**src/rtl/clock_div_gen_pkg.sv**
```systemverilog
// clock_div_gen_pkg
//   Shared constants and helpers for the clock_div_gen divider.
//   SYS_CLK_HZ          : nominal system clock frequency.
//   DEFAULT_HALF_PERIOD : half-period that yields 1 Hz from SYS_CLK_HZ.
//   half_period()       : sys_hz / (2 * out_hz), never less than 1.
package clock_div_gen_pkg;

    localparam int unsigned SYS_CLK_HZ = 50_000_000;

    function automatic int unsigned half_period(input int unsigned sys_hz,
                                                input int unsigned out_hz);
        int unsigned q;
        // A 0 Hz request has no meaningful divider; clamp to the fastest one.
        if (out_hz == 0) begin
            q = 1;
        end else begin
            q = sys_hz / (2 * out_hz);
        end
        if (q == 0) begin
            q = 1;
        end
        return q;
    endfunction

    localparam int unsigned DEFAULT_HALF_PERIOD = half_period(SYS_CLK_HZ, 1);

endpackage

```
**src/rtl/div_mod_counter.sv**
```systemverilog
// div_mod_counter
//   Enable-gated modulo counter: counts 0..last while en=1 and wraps to 0.
//   Ports:
//     clk_in : clock, rising edge
//     rst    : synchronous active-high reset (count -> 0), priority over en
//     en     : count enable; low holds the count
//     last   : terminal count value (modulus - 1)
//     wrap   : high in the cycle whose edge takes the count from last to 0
module div_mod_counter #(
    parameter int unsigned WIDTH = 8
) (
    input  logic             clk_in,
    input  logic             rst,
    input  logic             en,
    input  logic [WIDTH-1:0] last,
    output logic             wrap
);

    logic [WIDTH-1:0] count_q, count_d;

    always_comb begin
        wrap    = en && (count_q == last);
        count_d = count_q;
        if (wrap) begin
            count_d = '0;
        end else if (en) begin
            count_d = count_q + WIDTH'(1);
        end
    end

    always_ff @(posedge clk_in) begin
        if (rst) begin
            count_q <= '0;
        end else begin
            count_q <= count_d;
        end
    end

endmodule

```
**src/rtl/clock_div_gen.sv**
```systemverilog
// clock_div_gen
//   Integer clock divider producing a registered 50% duty square wave and a
//   one-cycle tick aligned with each rising edge of that wave.
//   Optional macro CLOCK_DIV_GEN_RUNTIME_DIV_EN adds a run-time reloadable
//   half-period (div_load / div_value), applied glitch-free at the next wrap.
//   Ports:
//     clk_in    : system clock, rising edge
//     rst       : synchronous active-high reset, priority over en
//     en        : count enable; low freezes counter, clk_out and tick
//     div_load  : (macro only) capture div_value into the shadow half-period
//     div_value : (macro only) new half-period in clk_in cycles; 0 acts as 1
//     clk_out   : divided clock, driven from a flop
//     tick      : one-cycle strobe with each 0->1 transition of clk_out
module clock_div_gen
    import clock_div_gen_pkg::*;
#(
    parameter  int unsigned HALF_PERIOD = DEFAULT_HALF_PERIOD,
    localparam int unsigned CNT_W       = $clog2(HALF_PERIOD + 1)
) (
    input  logic             clk_in,
    input  logic             rst,
    input  logic             en,
`ifdef CLOCK_DIV_GEN_RUNTIME_DIV_EN
    input  logic             div_load,
    input  logic [CNT_W-1:0] div_value,
`endif
    output logic             clk_out,
    output logic             tick
);

    if (HALF_PERIOD < 1) begin : g_bad_half_period
        $error("clock_div_gen: HALF_PERIOD must be >= 1");
    end

    logic             wrap;
    logic [CNT_W-1:0] last;
    logic             clk_out_q, clk_out_d;
    logic             tick_q, tick_d;

`ifdef CLOCK_DIV_GEN_RUNTIME_DIV_EN
    logic [CNT_W-1:0] active_q, active_d;
    logic [CNT_W-1:0] shadow_q, shadow_d;
    logic             pending_q, pending_d;

    // A pending value is promoted only on a wrap, so the half-period in
    // progress always completes at its old length. A load landing on the
    // wrap edge itself stays pending until the following wrap.
    always_comb begin
        active_d  = active_q;
        shadow_d  = shadow_q;
        pending_d = pending_q;
        if (wrap && pending_q) begin
            active_d  = shadow_q;
            pending_d = 1'b0;
        end
        if (div_load) begin
            shadow_d  = (div_value == '0) ? CNT_W'(1) : div_value;
            pending_d = 1'b1;
        end
    end

    always_ff @(posedge clk_in) begin
        if (rst) begin
            active_q  <= CNT_W'(HALF_PERIOD);
            shadow_q  <= CNT_W'(HALF_PERIOD);
            pending_q <= 1'b0;
        end else begin
            active_q  <= active_d;
            shadow_q  <= shadow_d;
            pending_q <= pending_d;
        end
    end

    // active_q is never 0, so this cannot underflow.
    assign last = active_q - CNT_W'(1);
`else
    assign last = CNT_W'(HALF_PERIOD - 1);
`endif

    div_mod_counter #(
        .WIDTH (CNT_W)
    ) u_counter (
        .clk_in (clk_in),
        .rst    (rst),
        .en     (en),
        .last   (last),
        .wrap   (wrap)
    );

    always_comb begin
        clk_out_d = clk_out_q;
        tick_d    = 1'b0;
        if (wrap) begin
            clk_out_d = ~clk_out_q;
            // Only the 0->1 toggle produces a tick.
            tick_d    = ~clk_out_q;
        end
    end

    always_ff @(posedge clk_in) begin
        if (rst) begin
            clk_out_q <= 1'b0;
            tick_q    <= 1'b0;
        end else begin
            clk_out_q <= clk_out_d;
            tick_q    <= tick_d;
        end
    end

    assign clk_out = clk_out_q;
    assign tick    = tick_q;

endmodule

```
**config.mk**
```make
export PLATFORM = sky130hd
export DESIGN_NAME = clock_div_gen
export DESIGN_NICKNAME = d
export VERILOG_FILES = /design/src/rtl/clock_div_gen_pkg.sv /design/src/rtl/div_mod_counter.sv /design/src/rtl/clock_div_gen.sv
export SDC_FILE = /design/constraint.sdc
export NUM_CORES = 1
export LEC_CHECK = 0
export ABC_AREA = 1
export BUFFER_PORTS_ARGS = -buffer_cell sky130_fd_sc_hd__buf_2
export CORE_UTILIZATION = 35
export DETAILED_ROUTE_END_ITERATION = 10
export PLACE_DENSITY = 0.55
export SETUP_SLACK_MARGIN = 0.2
export SLEW_MARGIN = 20
export SYNTH_ARGS = -nofsm -noshare
export SYNTH_HDL_FRONTEND = slang
export SYNTH_SLANG_ARGS = --single-unit
```
**constraint.sdc**
```tcl
create_clock -name clk_in -period 1.9 [get_ports clk_in]
set_input_delay 0.285 -clock clk_in [delete_from_list [all_inputs] [get_ports clk_in]]
set_output_delay 0.285 -clock clk_in [all_outputs]
set_load 0.02 [all_outputs]
```
After elaboration in Yosys (flattened, before gate mapping):

Index checks and enable logic that the tools add are counted.

* register bits after elaboration: 27
* bits of input ports: 3
* output and inout bits: 2
* logic and storage cells: 10

* $add $sub $neg: 1
* eq/ne operators: 1
* bitwise operators: 2
* reduce and logical (&&, ||, !) cells: 3

Operators with widths (count)
* adder 25 x 1 -> 25 bit (second input constant): 1
* == test 25 bit (second input constant): 1
* OR reduction 2 bit: 2
* inverter 1 bit: 2
* logical AND 1 bit: 1

Depth between registers and ports, before layout:

Gate-level depths: netlist of the first run.

* depth after elaboration: 4
* depth in mapped cells: 9
* mapped depth without buffers: 8

Modules after synthesis:

From an unflattened synthesis of the first run, not the netlist that was laid out.

* cell total of the unflattened synthesis: 343
* area total of the unflattened synthesis: 2009.4 um^2

By module, submodules not included
* div_mod_counter: times used 1, cells an instance 332, area an instance 1928.1 um^2, sequential area each 500.5 um^2
* clock_div_gen: times used 1, cells an instance 11, area an instance 81.3 um^2, sequential area each 40.0 um^2

Least setup slack after synthesis of the first run:

No wires, ideal clock.

* kind: register to register
* from: reg u_counter.count_q[0]
* to: reg u_counter.count_q[10]
* setup time: 116 ps
* data arrival time: 1198 ps
* path slack: 586 ps
* cell stages (with the launch flop): 10
* clock period less this slack: 1314 ps
* path through: dfxtp_1 -> ha_1 -> nand3_1 -> nor2_2 -> nand3_2 -> nor2_4 -> nor2_4 -> inv_4 -> buf_8 -> nor2_1

* cells in the longest elaborated chain, start to end: 3
* elaborated cells on any way between the ends: 4
* classes of those cells: 1 x add/sub; 1 x eq/ne; 2 x reduce/logical

Ends and longest elaborated chain
* start: declaration: line div_mod_counter.sv:19 `logic [WIDTH-1:0] count_q, count_d;`
* start signal: assignment: line div_mod_counter.sv:35 `count_q <= count_d;`
* branches (longest 3 deep; another with adder 25 x 1 -> 25 bit)

Several ways; the timed one is not identified.
A chain may end at the register's enable or synchronous reset.

Worst setup path after layout of the first run:

* from: reg u_counter.count_q[1]
* to: reg u_counter.count_q[23]

Same word-level chain as after synthesis.

==> reports/results.ini, run 1 <==
[run_status]
status=finished clean

[worst_setup_path]
reg2reg_to=u_counter.count_q[23]
critPathCaptureType=register
required_ns=2.07
path_class=register to register
reg2reg_slack_ns=0.40
worstPathArrival_ns=1.67
r2r_start=u_counter.count_q[1]
critPathMaxFanout=16
r2r_cells=8
worstSetupStartpointType=register

[timing]
report.final.slew_viol_count=0
max_freq_mhz=669
worst_pin_slew_ns=0.387
fin_tns_setup_ns=0
setup_viol=0
clock_skew_ns=0.00625
period_share_pct=78.7
slew_headroom_pct=74.1
holdWs_ns=0.309
hold_viol_final=0
fin_ws_ns=0.404
rsz0062_at_grt=false
period_needed_ns=1.50

[routing]
dr.pass1.iters=4
drt-initial-drc-count=45
wl_per_cell_um=11.1
drc=0
via_per_inst=4.51
vias=1280
ant_nets=0
finalWirelength_um=3160

[cells_and_area]
syn2layout_area_growth_pct=6.09
antenna_cells=0
nets=239
final_common_cell=nand2_1
final.fill_count=438
drive_above_1_share_pct=15.4
stdcell_area_um2=1630
layout_common_cells=61 x nand2_1, 48 x nor2_1, 27 x dfxtp_1

[flow_run]
maxCapViolations=0

[worst_hold_path]
hold_class=primary input to register
min_to=tick
min_delay_path_depth=4
min_from=rst

[synth]
netlist_instances=229
ys_seq_area_share_pct=35.1
avgSynthCellArea_um2=6.73
postSynthRegisterBits=27
yosys_warnings=0
synth_fp_nets=233
synth.distinct_cells=21
syn_area_um2=1540

[floorplanning]
start_util_pct=37.4
die_width_um=68.3
row_count=23
pin_count=5
fp.coreArea_um2=4120
die_area_um2=4670
chipHeight_um=68.3

[global_route]
grt-ovfl-total=0
grt_pass1_vias=1216
grt_max_degree=17
globalRouteTotalUtil_pct=16.5
grt_pass1_wl_um=5520
antenna_found_initial=0

[clock_tree]
numCtsBuffers=3
clock_latency_ns=0.28
postCtsSetupRepairBufs=0
postCtsHoldBufs=0
clockBufferDepth=2
cts_root_buffer=clkbuf_8
cts_max_level=1
cts.clk_slew.worst_paths_ns=0.09
cts_tree=yes
cts_sinks=27
cts_resized=0

[place]
dp_slack_ns=0.410
gp_congestion=0.795
io_buffers=4
post_dp_cell_area_um2=1590
dpl.hpwl_um=2440

[power]
finalPower_w=0.000940
irDropWorstVdd_mv=0.317
p_leak_nw=0.573
power_density_nw_per_um2=575

-- stage by stage --
stage	util, %	std cells
floorplan	-	229
detailed placement	38.6	280
CTS	39.7	284
finish	39.7	284
global placement	38.6	280
global route	39.7	284
-- synthesized netlist by cell type --
library cell / instances / share of area, %
dfxtp_1: 27 / 35
nor3_2: 1 / 0.65
inv_4: 1 / 0.41
mux2i_1: 1 / 0.65
nand2_2: 2 / 0.81
nor2_2: 14 / 5.7
inv_2: 1 / 0.24
buf_4: 1 / 0.49
inv_1: 25 / 6.1
a21oi_1: 4 / 1.3
buf_6: 1 / 0.73
nor2_4: 6 / 4.4
xnor2_1: 3 / 1.7
nand3_1: 14 / 4.5
buf_8: 1 / 0.97
ha_1: 1 / 0.81
nor2_1: 48 / 12
nand2_1: 61 / 15
nand3_2: 4 / 2.6
xor2_1: 6 / 3.4
nand4_1: 7 / 2.8
-- cell type report --
cell class	instances	area, um^2	area share [%]
timing repair buffer	4	20.0	1.23
sequential	27	541	33.1
tap	50	62.6	3.83
multi-input combinational	172	862	52.8
inverter	27	104	6.36
clock buffer	4	45.0	2.76
-- kinds of logic after synthesis --
logic type | Yosys count | synth area share (%)
adders and majority gates | 1 | 0.812
buffers and inverters | 30 | 8.94
and+or+nand+nor | 157 | 48.1
muxes | 1 | 0.650
DFF | 27 | 35.1
xor gates and xnor gates | 9 | 5.12
AOI/OAI and AO/OA | 4 | 1.30
-- report_power, final --
group	switching (W)	leakage [nW]	internal [W]	total, W
combinational	0.0000256	0.332	0.0000113	0.0000369
sequential	0.00000313	0.218	0.000569	0.000572
clock	0.000180	0.0228	0.000151	0.000331
total	0.000209	0.573	0.000731	0.000940
-- state kept, by name (all words and copies together), names as in the netlist --
name / cells
clk_out: 1
tick: 1
u_counter.count_q: 25
-- worst max-delay path: stages (launching register included) --
cell and delay (ns):
dfxtp_1 0.37, ha_1 0.17, nand3_1 0.09, nor2_2 0.16
nand3_2 0.10, nor2_4 0.12, nor2_4 0.09, inv_4 0.19
nor2_1 0.08
-- worst max path at each step --
stage | from | endpoint | cells after the start
final | u_counter.count_q[1] | u_counter.count_q[23] | 8
after global routing | u_counter.count_q[1] | u_counter.count_q[17] | 8
after CTS | u_counter.count_q[1] | u_counter.count_q[23] | 8
after detailed placement | u_counter.count_q[1] | u_counter.count_q[23] | 8
after global placement | u_counter.count_q[0] | u_counter.count_q[23] | 8
after floorplan | u_counter.count_q[0] | u_counter.count_q[10] | 9
-- metal layers --
layer	global-route usage (%)	routed length, um	vias to the layer above
li1	-	-	709
met2	25.6	1370	10
met5	0	0	-
met3	2.67	57	5
met4	7.03	61	0
met1	22.2	1680	556
(Power assumes the default switching activity.)
==> run 2, diff against run 1 <==
--- a/config.mk
+++ b/config.mk
@@ -9,7 +9,7 @@
 export BUFFER_PORTS_ARGS = -buffer_cell sky130_fd_sc_hd__buf_2
 export CORE_UTILIZATION = 35
 export DETAILED_ROUTE_END_ITERATION = 10
-export PLACE_DENSITY = 0.55
+export PLACE_DENSITY = 0.57
 export SETUP_SLACK_MARGIN = 0.2
 export SLEW_MARGIN = 20
 export SYNTH_ARGS = -nofsm -noshare
==> constraint.sdc (replaced) <==
create_clock -name clk_in -period 1.3 [get_ports clk_in]
set_input_delay 0.195 -clock clk_in [delete_from_list [all_inputs] [get_ports clk_in]]
set_output_delay 0.195 -clock clk_in [all_outputs]
set_load 0.02 [all_outputs]
==> reports/results.ini, run 2 (synthesis gave the netlist of run 1 again) <==
[routing]
finalWirelength_um=3520  ; +11%
wl_per_cell_um=11.1  ; -0.75%
dr.pass1.iters=4  ; unchanged
vias=1480  ; +16%
via_per_inst=4.65  ; +3.3%
ant_nets=0  ; unchanged
drc=0  ; unchanged
drt-initial-drc-count=32  ; -29%

[floorplanning]
row_count=23  ; unchanged
fp.coreArea_um2=4120  ; unchanged
die_area_um2=4670  ; unchanged
pin_count=5  ; unchanged
die_width_um=68.3  ; unchanged
chipHeight_um=68.3  ; unchanged
start_util_pct=37.4  ; unchanged

[global_route]
globalRouteTotalUtil_pct=17.8  ; +1.3 points
grt_max_degree=15  ; -2
grt-ovfl-total=0  ; unchanged
grt_pass1_wl_um=6150  ; +11%
antenna_found_initial=0  ; unchanged
grt_pass1_vias=1404  ; +15%

[flow_run]
maxCapViolations=0  ; unchanged

[timing]
rsz0062_at_grt=true
fin_ws_ns=-0.0519  ; -0.456 ns
worst_pin_slew_ns=0.254  ; -0.134 ns
period_needed_ns=1.35  ; -0.144 ns
period_share_pct=104  ; +25 points
report.final.slew_viol_count=0  ; unchanged
clock_skew_ns=0.00274  ; -0.00352 ns
slew_headroom_pct=83.0  ; +9.0 points
max_freq_mhz=740  ; +11%
setup_viol=18  ; +18
hold_viol_final=0  ; unchanged

[cells_and_area]
largest-register=u_counter.count_q
antenna_cells=0  ; unchanged
layout_common_cells=55 x nand2_1, 39 x nor2_1, 28 x buf_4
final_common_cell=nand2_1
finish.utilization_pct=50.6  ; +11 points
largest_reg_flops=25  ; unchanged
nets=273  ; +14%
syn2layout_area_growth_pct=35.2
drive_above_1_share_pct=39.9  ; +25 points

[clock_tree]
cts.clk_slew.worst_paths_ns=0.10  ; about the same
postCtsHoldBufs=0  ; unchanged
cts_tree=yes
cts_max_level=1  ; unchanged
cts_root_buffer=clkbuf_8
clockBufferDepth=2  ; unchanged
clock_latency_ns=0.27  ; about the same
cts_sinks=27  ; unchanged
numCtsBuffers=3  ; unchanged

[power]
power_density_nw_per_um2=681  ; +18%
switchingPower_w=0.000333  ; +59%
sw_frac_of_total_pct=23.4  ; +1.2 points
p_comb_share_pct=6.4  ; +2.5 points
p_int_w=0.00109  ; +49%
p_seq_share_pct=58.9  ; -2.0 points
irDropWorstVdd_mv=0.495  ; +56%
finalPower_w=0.00142  ; +51%
p_leak_nw=0.802  ; +40%
clock_power_share_pct=34.7  ; -0.5 points

[worst_setup_path]
reg2reg_to=u_counter.count_q[8]
path_class=register to register
required_ns=1.47  ; -0.60 ns
critPathMaxFanout=3  ; -13
cp-endpoint=u_counter.count_q[8]
startpoint=u_counter.count_q[0]
reg2reg_slack_ns=-0.05  ; -0.46 ns
worstPathArrival_ns=1.52  ; -0.15 ns
critPathCaptureType=register
worstSetupStartpointType=register
r2r_cells=7  ; -1
r2r_start=u_counter.count_q[0]

[place]
io_buffers=4  ; unchanged
gp_congestion=0.836  ; +5.1%
dpl.hpwl_um=2620  ; +7.4%
dp_slack_ns=-0.117  ; -0.527 ns

[run_status]
violations=setup timing
status=finished with violations

[worst_hold_path]
hold_class=primary input to register

run 2: area by class of cell:
cell class                 instances  area (um^2)
clock buffer                       4         45.0
timing repair buffer              37          295
sequential                        27          566
tap                               50         62.6
fill                             391         2030
inverter                          27          106
timing repair inverter             1         6.26
multi-input combinational        172         1000
run 2: per-layer routing:
metal	part of all wire, %	vias to the layer above	routed length, um	track usage (%)
li1	-	779	-	-
met2	48	17	1690	30.1
met4	1.1	0	38	6.51
met5	0	-	0	0
met3	2.0	4	69	1.50
met1	49	680	1720	23.3
run 2: power by group through the flow:
stage / clock, W / sequential (W) / combinational (W)
after floorplan: 0 / 0.000858 / 0.0000531
after global placement: 0 / 0.000858 / 0.0000716
after detailed placement: 0 / 0.000859 / 0.0000726
after CTS: 0.000507 / 0.000840 / 0.0000825
after global routing: 0.000530 / 0.000837 / 0.000101
final: 0.000492 / 0.000836 / 0.0000912
run 2: worst min path at each step:
| stage | start | to | slack (ns) | cells past startpoint |
|---|---|---|---|---|
| final | rst | tick | 0.22 | 4 |
| after global routing | rst | tick | 0.25 | 4 |
| after CTS | rst | tick | 0.22 | 4 |
| after detailed placement | clk_out | clk_out | 0.45 | 2 |
| after global placement | clk_out | clk_out | 0.45 | 2 |
| after floorplan | rst | tick | 0.36 | 3 |
run 2: what timing repair did:
| action | CTS | global route |
|---|---|---|
| setup buffers | 1 | 1 |
| cloned | 1 | 0 |
| pin swaps | 11 | 15 |
| gates resized for setup | 23 | 30 |
| endpoints found under the setup margin | 27 | 27 |
run 2: worst max-delay path, stage by stage (launching register included):
cell	delay (ns)
dfxtp_2	0.37
ha_4	0.16
nand2_2	0.08
nor2_4	0.19
nand3_4	0.13
buf_6	0.14
xor2_1	0.13
nor2_1	0.06
run 2: stage by stage:
stage | TNS, ns | instances | hold slack [ns] | area (um^2)
finish | -0.527 | 318 | 0.224 | 2080
global route | -2.48 | 318 | 0.250 | 2080
CTS | -0.332 | 317 | 0.219 | 2000
detailed placement | -1.91 | 311 | 0.451 | 1860
global placement | -0.997 | 311 | 0.450 | 1860
floorplan | -0.0854 | 229 | 0.360 | 1570
